### src/rtl/databus_arbiter.sv
// Registered internal data bus: gates one of NUM_SRC source words onto dout,
// arbitrating simultaneous gate requests by fixed priority or round-robin, with contention debug.
module databus_arbiter #(
  parameter int WIDTH   = 16,
  parameter int NUM_SRC = 4,
  parameter int RR_MODE = 0,
  parameter int HOLD_EN = 1,
  parameter int CNT_W   = 8
) (
  input  logic                     Clk,
  input  logic                     Reset,
  input  logic [NUM_SRC*WIDTH-1:0] din,
  input  logic [NUM_SRC-1:0]       gate,
  input  logic                     clear_cnt,
  output logic [WIDTH-1:0]         dout,
  output logic                     dout_valid,
  output logic [NUM_SRC-1:0]       grant,
  output logic                     conflict,
  output logic [CNT_W-1:0]         conflict_cnt
);

  localparam int PW = (NUM_SRC > 1) ? $clog2(NUM_SRC) : 1;

  logic [PW-1:0]      ptr, ptr_nxt;
  logic [NUM_SRC-1:0] gnt;
  logic [WIDTH-1:0]   word;
  logic               found;
  logic               multi;
  int                 start, idx, win;

  // Search from the start index with explicit modulo so non-power-of-two sizes wrap cleanly.
  always_comb begin
    gnt   = '0;
    word  = '0;
    found = 1'b0;
    win   = 0;
    idx   = 0;
    start = (RR_MODE != 0) ? int'(ptr) : 0;
    for (int k = 0; k < NUM_SRC; k++) begin
      idx = (start + k) % NUM_SRC;
      if (!found && gate[idx]) begin
        found    = 1'b1;
        win      = idx;
        gnt[idx] = 1'b1;
        word     = din[idx*WIDTH +: WIDTH];
      end
    end
    ptr_nxt = PW'((win + 1) % NUM_SRC);
  end

  // Two or more bits set iff clearing the lowest set bit leaves something behind.
  assign multi = (gate & (gate - NUM_SRC'(1))) != '0;

  always_ff @(posedge Clk) begin
    if (!Reset) begin
      dout         <= '0;
      dout_valid   <= 1'b0;
      grant        <= '0;
      conflict     <= 1'b0;
      conflict_cnt <= '0;
      ptr          <= '0;
    end else begin
      grant      <= gnt;
      dout_valid <= found;
      conflict   <= multi;
      if (found) begin
        dout <= word;
        if (RR_MODE != 0) ptr <= ptr_nxt;
      end else if (HOLD_EN == 0) begin
        dout <= '0;
      end
      if (clear_cnt)
        conflict_cnt <= '0;
      else if (multi && (conflict_cnt != {CNT_W{1'b1}}))
        conflict_cnt <= conflict_cnt + CNT_W'(1);
    end
  end

endmodule

### config.mk
export PLATFORM = sky130hd
export DESIGN_NAME = databus_arbiter
export DESIGN_NICKNAME = d
export VERILOG_FILES = /design/src/rtl/databus_arbiter.sv
export SDC_FILE = /design/constraint.sdc
export NUM_CORES = 1
export LEC_CHECK = 0
export CAP_MARGIN = 10
export CORE_MARGIN = 5
export CORE_UTILIZATION = 37
export DETAILED_ROUTE_END_ITERATION = 12
export GPL_TIMING_DRIVEN = 0
export PLACE_DENSITY = 0.8
export SETUP_SLACK_MARGIN = 0.3
export SLEW_MARGIN = 20
export SYNTH_ARGS = -nofsm -noshare
export SYNTH_HDL_FRONTEND = slang
export SYNTH_SLANG_ARGS = --single-unit
### constraint.sdc
create_clock -name Clk -period 2 [get_ports Clk]
set_clock_uncertainty 0.1 [all_clocks]
set_input_delay 0.4 -clock Clk [delete_from_list [all_inputs] [get_ports Clk]]
set_output_delay 0.4 -clock Clk [all_outputs]
set_load 0.01 [all_outputs]
Word-level counts from Yosys, hierarchy flattened
Cells that the tools add are included.
- bits in registers: 30
- bits in writable memories: 0
- memory bits (read-only): 0
- word-level logic and storage cells: 30
- memories: 0
- latch bits: 0
- input bits: 71
- shift operators: 0
- $lt $le $gt $ge: 0
- divide/modulo/power cells: 0
- reductions and logical operators: 9
- equality and inequality tests: 1
- multipliers: 0
- add/subtract/negate cells: 2
- bitwise logic cells: 2
- muxes and demuxes: 11
- operators with widths (cell ; count):
    16-bit 2-to-1 mux ; 4
    8-bit by 1-bit adder with 8-bit output (second input constant) ; 1
    8-bit inequality test (second input constant) ; 1
    1-bit 2-to-1 mux ; 7
    4-bit bitwise AND ; 1
    1-bit logical AND ; 4
    4-bit nonzero test ; 1
    4-bit by 1-bit subtractor with 4-bit output (second input constant) ; 1
    1-bit zero test ; 3
    2-bit OR reduction ; 1
    1-bit inverter ; 1

Longest topological paths before layout
Gate-level depths: netlist of run 1.
- depth in word-level cells: 10
- mapped depth: 6
- gate-level depth less buffers: 5

Least setup slack after synthesis of run 1
Ideal clock, no wire load.
- path type: flip-flop to flip-flop
- from: reg conflict_cnt[0]
- to: reg conflict_cnt[6]
- stages on the path, launching flop included: 6
- arrival: 1.353 ns
- period minus slack after synthesis: 1.574 ns
- required time: 1.778 ns
- setup slack: 0.426 ns
- cells stage by stage: dfxtp_1 -> ha_1 -> nand2_1 -> nor4_2 -> nand4_1 -> mux2i_1
- word-level cells in the longest chain between the ends: 2
- ends and longest elaborated chain (element ; line ; source):
    start: declaration ; 19 ; output logic [CNT_W-1:0] conflict_cnt
    start signal: assignment ; 75 ; conflict_cnt <= conflict_cnt + CNT_W'(1);
    parallel branches: the longest is 2 deep, another holds 8-bit by 1-bit adder with 8-bit output ; - ;
Parallel ways; which one is timed is not known.
A chain may end at the register's enable or synchronous reset.

Final worst setup path of run 1
- from: reg dout[8]
- to: out dout[8]
- RTL lines (element ; line ; source):
    start: declaration ; 15 ; output logic [WIDTH-1:0] dout,
    start signal: assignment ; 67 ; dout <= word;
No word-level cell between the ends.

==> results of run 1 <==
stage by stage:
| step | worst slack (ns) | util, % | std cells |
|---|---|---|---|
| 2_1_floorplan | 0.426 | - | 170 |
| 4_1_cts | 0.304 | 63.6 | 326 |
| 3_3_place_gp | -0.189 | 62.0 | 319 |
| 5_1_grt | 0.293 | 64.3 | 326 |
| 6_report | 0.349 | 64.3 | 326 |
| 3_5_place_dp | -0.182 | 62.0 | 319 |
cell type report:
cell class,count,area [um^2],share of cell area [%]
Multi-Input combinational cell,122,943,33.9
Timing Repair Buffer,97,967,34.8
Tap cell,52,65.1,2.34
Sequential cell,30,603,21.7
Buffer,15,115,4.14
Clock buffer,7,76.3,2.74
Inverter,3,11.3,0.405
path summary, 6_finish.rpt:
kind	startpoint	to	slack (ns)	cells after the start
max	dout[8]$_SDFFE_PN0P_	dout[8]	0.35	1
min	gate[2]	dout[6]$_SDFFE_PN0P_	0.35	3
max reg2reg	conflict_cnt[0]$_SDFFE_PP0P_	conflict_cnt[6]$_SDFFE_PP0P_	0.43	5
min reg2reg	conflict_cnt[6]$_SDFFE_PP0P_	conflict_cnt[6]$_SDFFE_PP0P_	0.41	2
power groups by stage:
| stage | Clock (mW) | Combinational, mW | Sequential, mW |
|---|---|---|---|
| after floorplan | 0 | 0.155 | 0.677 |
| after global placement | 0 | 0.402 | 0.660 |
| after detailed placement | 0 | 0.410 | 0.662 |
| after CTS | 0.457 | 0.409 | 0.649 |
| after global routing | 0.485 | 0.435 | 0.653 |
| final | 0.440 | 0.407 | 0.649 |
state kept, by name, indices dropped and copies added, names as in the netlist:
| signal | cells |
|---|---|
| dout | 16 |
| conflict_cnt | 8 |
| grant | 4 |
| conflict | 1 |
| dout_valid | 1 |
Yosys cell counts (2+ instances only):
master | n | area [um^2]
nor2_1 | 4 | 15.0
mux2i_1 | 7 | 70.1
nand4_1 | 4 | 25.0
nand2b_1 | 2 | 12.5
a21oi_1 | 16 | 80.1
buf_1 | 2 | 7.51
mux2_2 | 14 | 158
and2_1 | 2 | 12.5
a21o_1 | 2 | 15.0
buf_6 | 4 | 45.0
and3_1 | 2 | 12.5
o22ai_1 | 14 | 87.6
buf_2 | 3 | 15.0
nand2_1 | 13 | 48.8
a211oi_1 | 3 | 22.5
nand3_1 | 3 | 15.0
o221ai_2 | 8 | 120
clkbuf_1 | 4 | 15.0
o221ai_1 | 6 | 52.6
nor3_1 | 2 | 10.0
inv_1 | 2 | 7.51
o21ai_0 | 4 | 20.0
dfxtp_1 | 30 | 601
logic make-up (layout without fill, tap and decap cells):
family / count (synthesis) / count (layout)
AO/OA/AOI/OAI: 59 / 59
adder cells (fa/ha/maj): 1 / 1
flip-flops: 30 / 30
buffers and inverters: 18 / 122
multiplexers: 21 / 21
AND/OR/NAND/NOR: 41 / 41
layer usage:
| layer | GRT usage [%] | vias to the layer above |
|---|---|---|
| met5 | 0 | - |
| met4 | 4.55 | 0 |
| met3 | 5.97 | 8 |
| met2 | 30.1 | 68 |
| met1 | 22.8 | 819 |
| li1 | - | 866 |
==> metrics.yaml, run 1 <==
clock_tree:
  clkSinkCount: 30
  numCtsBuffers: 5
  cts_setup_buffers: 0
  cts_resized: 13
  clkLatencyLatePin_ns: 0.27
  tritoncts: "yes"
  cts_buffer_depth: 2
  cts-root-buf: "clkbuf_8"
  cts_hold_buf: 0
  h-tree-depth: 2
  clk_pin_slew_ns: 0.06
synth:
  synth_top_family_by_area: "compound AO/OA/AOI/OAI gates"
  synth.avg_cell_area_um2: 9.67
  yosysSeqAreaShare_pct: 36.5
  ys_ff_latch: 30
  syn_area_um2: 1640
  synth.area.mux_share_pct: 13.9
  synth_compound_area_share_pct: 27.1
  synth_simple_gate_area_share_pct: 14.4
  yosys.area_share.adder_pct: 0.761
  synthFlopType: "dfxtp_1"
  synth_xor_area_share_pct: 0
  synth_cell_types: 42
  ys_async_sr_fraction_pct: 0
  yosysWarningCount: 0
  synth-edff-count: 0
  netlist_instances: 170
  syn-num-nets: 242
pwr:
  vdd_drop_max_v: 0.000322
  swShare_pct: 24.8
  cellPowerDensity_nw_per_um2: 538
  clkPwrFrac_pct: 29.4
  p_total_mw: 1.50
  p_comb_share_pct: 27.2
  power_switching_uw: 372
  seq_power_share_pct: 43.4
  leakage_nw: 1.11
  internal_power_mw: 1.12
routing:
  met1_length_um: 2390
  drtPass1Iterations: 5
  vias: 1761
  drt_wl_total_um: 5520
  met3_wirelength_um: 298
  routed-wl-met2_um: 2730
  wire_per_inst_um: 16.9
  viasPerCell: 5.40
  drcViolationCount: 0
  drt_iter0_drc: 69
  ant_nets: 0
  routed.top_layer: "met4"
setup_path:
  path_buf_inv: 1
  critPathSlowestCell: "clkdlybuf4s50_1"
  slowest_delay_ns: 0.54
  critPathCaptureType: "output pin"
  required_ns: 1.50
  critPathLaunchType: "flip-flop"
  worstPathArrival_ns: 1.15
  cp_max_fo: 2
  cp_top_family: "buffers and inverters"
  critPathKind: "flip-flop to output pin"
  path_cells: "clkdlybuf4s50_1"
global_route:
  grt_start_max_net_pins: 11
  overflow: 0
  grt_pass1_wl_um: 8860
  grt_pass1_vias: 1754
  grt.total_usage_pct: 18.2
  grt_antenna_before_repair: 0
flow_run:
  timing.max_cap.violations: 0
sta:
  hold_violations: 0
  period_share_pct: 82.6
  whs_ns: 0.346
  fin_crit_ns: 1.65
  fmax_mhz: 606
  finalSetupViolCount: 0
  final_max_slew_viol_count: 0
  rsz0062_at_grt: "no"
  max_slew_margin_pct: 61.9
  tightest_slew_ns: 0.572
  setup_tns_ns: 0
floorplan:
  rows: 24
  fp.coreArea_um2: 4320
  die_h_um: 76.7
  io_pins: 101
  die_area_um2: 5880
  start_util_pct: 38.0
  die_x_um: 76.7
layout:
  layout.nets: 346
  fillers: 386
  syn2layout_area_growth_pct: 69.2
  layout.cell_area.non_filler_um2: 2780
  diodes: 0
  layout_common_cells: "clkdlybuf4s50_1, dfxtp_1, a21oi_1"
  final_common_cell: "clkdlybuf4s50_1"
  layout-drive-gt1-share_pct: 17.5
place:
  placed_cell_area_um2: 2680
  place_hpwl_um: 4290
  port_buffers: 97
  gp_congestion: 0.817
status:
  outcome: "finished, final reports clean"
worst_hold_path:
  min_path_type: "input pin to flip-flop"
No activity file was read; power rests on OpenSTA's default activity.
==> run 2: changes to the inputs <==
- CORE_UTILIZATION: 37 -> 33
- PLACE_DENSITY: 0.8 -> 0.76
- clock period: 2 -> 1.4 ns (I/O delays scaled with it)
==> run 2 against run 1 <==
Effect of this change:
- critical path depth up 4
- sequential cell count unchanged
- largest power group unchanged
- largest cell class unchanged
- combinational power up 74%
- worst hold slack worse by 0.17 ns
- sequential power up 43%
- first-iteration DRC count up 12%
==> metrics.yaml, run 2 (synthesis gave the netlist of run 1 again) <==
sta:
  hold_violations: 0  # unchanged
  rsz0062_at_grt: "yes"  # was no
  final_max_slew_viol_count: 0  # unchanged
  finalSetupViolCount: 0  # unchanged
  tightest_slew_ns: 0.404  # was 0.572 ns
  fin_crit_ns: 1.30
  fmax_mhz: 767
  max_slew_margin_pct: 72.9  # was 61.9%
  period_share_pct: 93.1
  whs_ns: 0.177  # was 0.346 ns
global_route:
  overflow: 0  # unchanged
  grt.total_usage_pct: 19.7  # was 18.2%
  grt_pass1_vias: 1996  # was 1,754
  grt_antenna_before_repair: 0  # unchanged
  grt_start_max_net_pins: 11  # unchanged
  grt_pass1_wl_um: 9690  # was 8860 um
clock_tree:
  tritoncts: "yes"  # unchanged
  clk_pin_slew_ns: 0.07  # was 0.06 ns
  clkLatencyLatePin_ns: 0.29  # was 0.27 ns
  cts_buffer_depth: 2  # unchanged
  cts-root-buf: "clkbuf_8"  # unchanged
  numCtsBuffers: 5  # unchanged
  cts_hold_buf: 0  # unchanged
  h-tree-depth: 2  # unchanged
  clkSinkCount: 30  # unchanged
place:
  dp_cells: 334  # was 319
  gp_congestion: 0.807  # was 0.817
  place_hpwl_um: 4320  # was 4290 um
  port_buffers: 97  # unchanged
setup_path:
  r2r_cells: 5  # unchanged
  critPathCaptureType: "flip-flop"  # was output pin
  worstPathArrival_ns: 1.38  # was 1.15 ns
  critPathKind: "flip-flop to flip-flop"  # was flip-flop to output pin
  required_ns: 1.47  # was 1.50 ns
  critPathLaunchType: "flip-flop"  # unchanged
  r2r_start: "conflict_cnt[0]$_SDFFE_PP0P_"  # unchanged
  r2r-end: "conflict_cnt[6]$_SDFFE_PP0P_"  # unchanged
  cp_max_fo: 5  # was 2
  r2r_slack_ns: 0.1  # was 0.43 ns
floorplan:
  die_x_um: 80.6  # was 76.7 um
  fp.coreArea_um2: 4790  # was 4320 um^2
  io_pins: 101  # unchanged
  die_h_um: 80.6  # was 76.7 um
  start_util_pct: 34.4  # was 38.0%
  rows: 25  # was 24
  die_area_um2: 6490  # was 5880 um^2
routing:
  ant_nets: 0  # unchanged
  vias: 1917  # was 1,761
  viasPerCell: 5.22  # was 5.40
  drtPass1Iterations: 4  # was 5
  drcViolationCount: 0  # unchanged
  wire_per_inst_um: 17.8  # was 16.9 um
  drt_iter0_drc: 77  # was 69
  drt_wl_total_um: 6530  # was 5520 um
layout:
  final_common_cell: "clkdlybuf4s50_1"  # unchanged
  final_cells: 367  # was 326
  reg.largest.list: "dout (16), conflict_cnt (8), grant (4)"  # unchanged
  multi_input_area_um2: 1110  # was 943 um^2
  layout-drive-gt1-share_pct: 51.0  # was 17.5%
  syn2layout_area_growth_pct: 104  # was 69.2%
  layout_common_cells: "clkdlybuf4s50_1, buf_6, dfxtp_2, buf_4"  # was clkdlybuf4s50_1, dfxtp_1, a21oi_1
  largest_register_ffs: 16  # unchanged
  diodes: 0  # unchanged
  seqCellArea_um2: 649  # was 603 um^2
  layout.nets: 371  # was 346
  fillers: 364  # was 386
  top_register: "dout"  # unchanged
worst_hold_path:
  min_to: "dout[6]$_SDFFE_PN0P_"  # unchanged
  hold_path_startpoint: "gate[1]"  # was gate[2]
  hold_depth: 3  # unchanged
  min_path_type: "input pin to flip-flop"  # unchanged
pwr:
  vdd_drop_max_v: 0.000468  # was 0.000322 V
  leakage_nw: 1.36  # was 1.11 nW
  cellPowerDensity_nw_per_um2: 740  # was 538 nW/um^2
status:
  outcome: "finished, final reports clean"  # unchanged
flow_run:
  timing.max_cap.violations: 0  # unchanged
run 2: how the worst max path moves through the flow:
stage / start / endpoint / cells after the start
2_1_floorplan: gate[1] / dout[0]$_SDFFE_PN0P_ / 6
3_3_place_gp: gate[0] / dout[6]$_SDFFE_PN0P_ / 6
3_5_place_dp: gate[0] / dout[6]$_SDFFE_PN0P_ / 6
4_1_cts: conflict_cnt[7]$_SDFFE_PP0P_ / conflict_cnt[7] / 1
5_1_grt: conflict_cnt[0]$_SDFFE_PP0P_ / conflict_cnt[6]$_SDFFE_PP0P_ / 5
6_report: conflict_cnt[0]$_SDFFE_PP0P_ / conflict_cnt[6]$_SDFFE_PP0P_ / 5
run 2: what timing repair did:
action / in CTS / in global routing
setup endpoints to repair: 60 / 58
gates resized for setup: 210 / 28
pin swaps: 19 / 11
cloned: 2 / 1
setup buffers: 15 / 7
run 2: layer usage:
layer | up-vias | part of all wire, % | GRT usage, %
met5 | - | 0 | 0
met3 | 13 | 9.3 | 5.38
met1 | 901 | 41 | 22.9
met2 | 86 | 47 | 33.7
met4 | 0 | 2.3 | 8.61
li1 | 917 | - | -
run 2: critical path: stages (launching register included):
cell and delay, ns:
dfxtp_4 0.38, ha_4 0.15, nand2_4 0.06, nor4_4 0.20, nand4_1 0.16, mux2i_1 0.14
run 2: power by group:
group / internal [mW] / switching, mW / leakage [nW] / total, mW
clock: 0.496 / 0.353 / 0.0575 / 0.849
combinational: 0.434 / 0.272 / 1.04 / 0.707
sequential: 0.899 / 0.0319 / 0.258 / 0.931
run 2: area by class of cell:
| class | instances | share of cell area [%] |
|---|---|---|
| Clock buffer | 8 | 3.28 |
| Buffer | 15 | 5.06 |
| Tap cell | 67 | 2.49 |
| Multi-Input combinational cell | 122 | 33.1 |
| Inverter | 3 | 0.447 |
| Sequential cell | 30 | 19.3 |
| Timing Repair Buffer | 122 | 36.3 |
run 2: stage by stage:
stage	total power, mW	instance area, um^2	utilization, %	TNS (ns)	setup WS [ns]
floorplan	1.19	1680	-	-0.243	-0.0261
global placement	1.53	2740	57.2	-15.23	-0.679
detailed placement	1.54	2740	57.2	-15.04	-0.673
CTS	2.45	3180	66.4	0	0.103
global route	2.60	3360	70.2	0	0.0453
finish	2.49	3360	70.2	0	0.0969
==> run 3: changes to the inputs <==
- TNS_END_PERCENT: unset -> 100
==> results of run 3 <==
Final layout, timing and power as in run 2 (identical DEF).
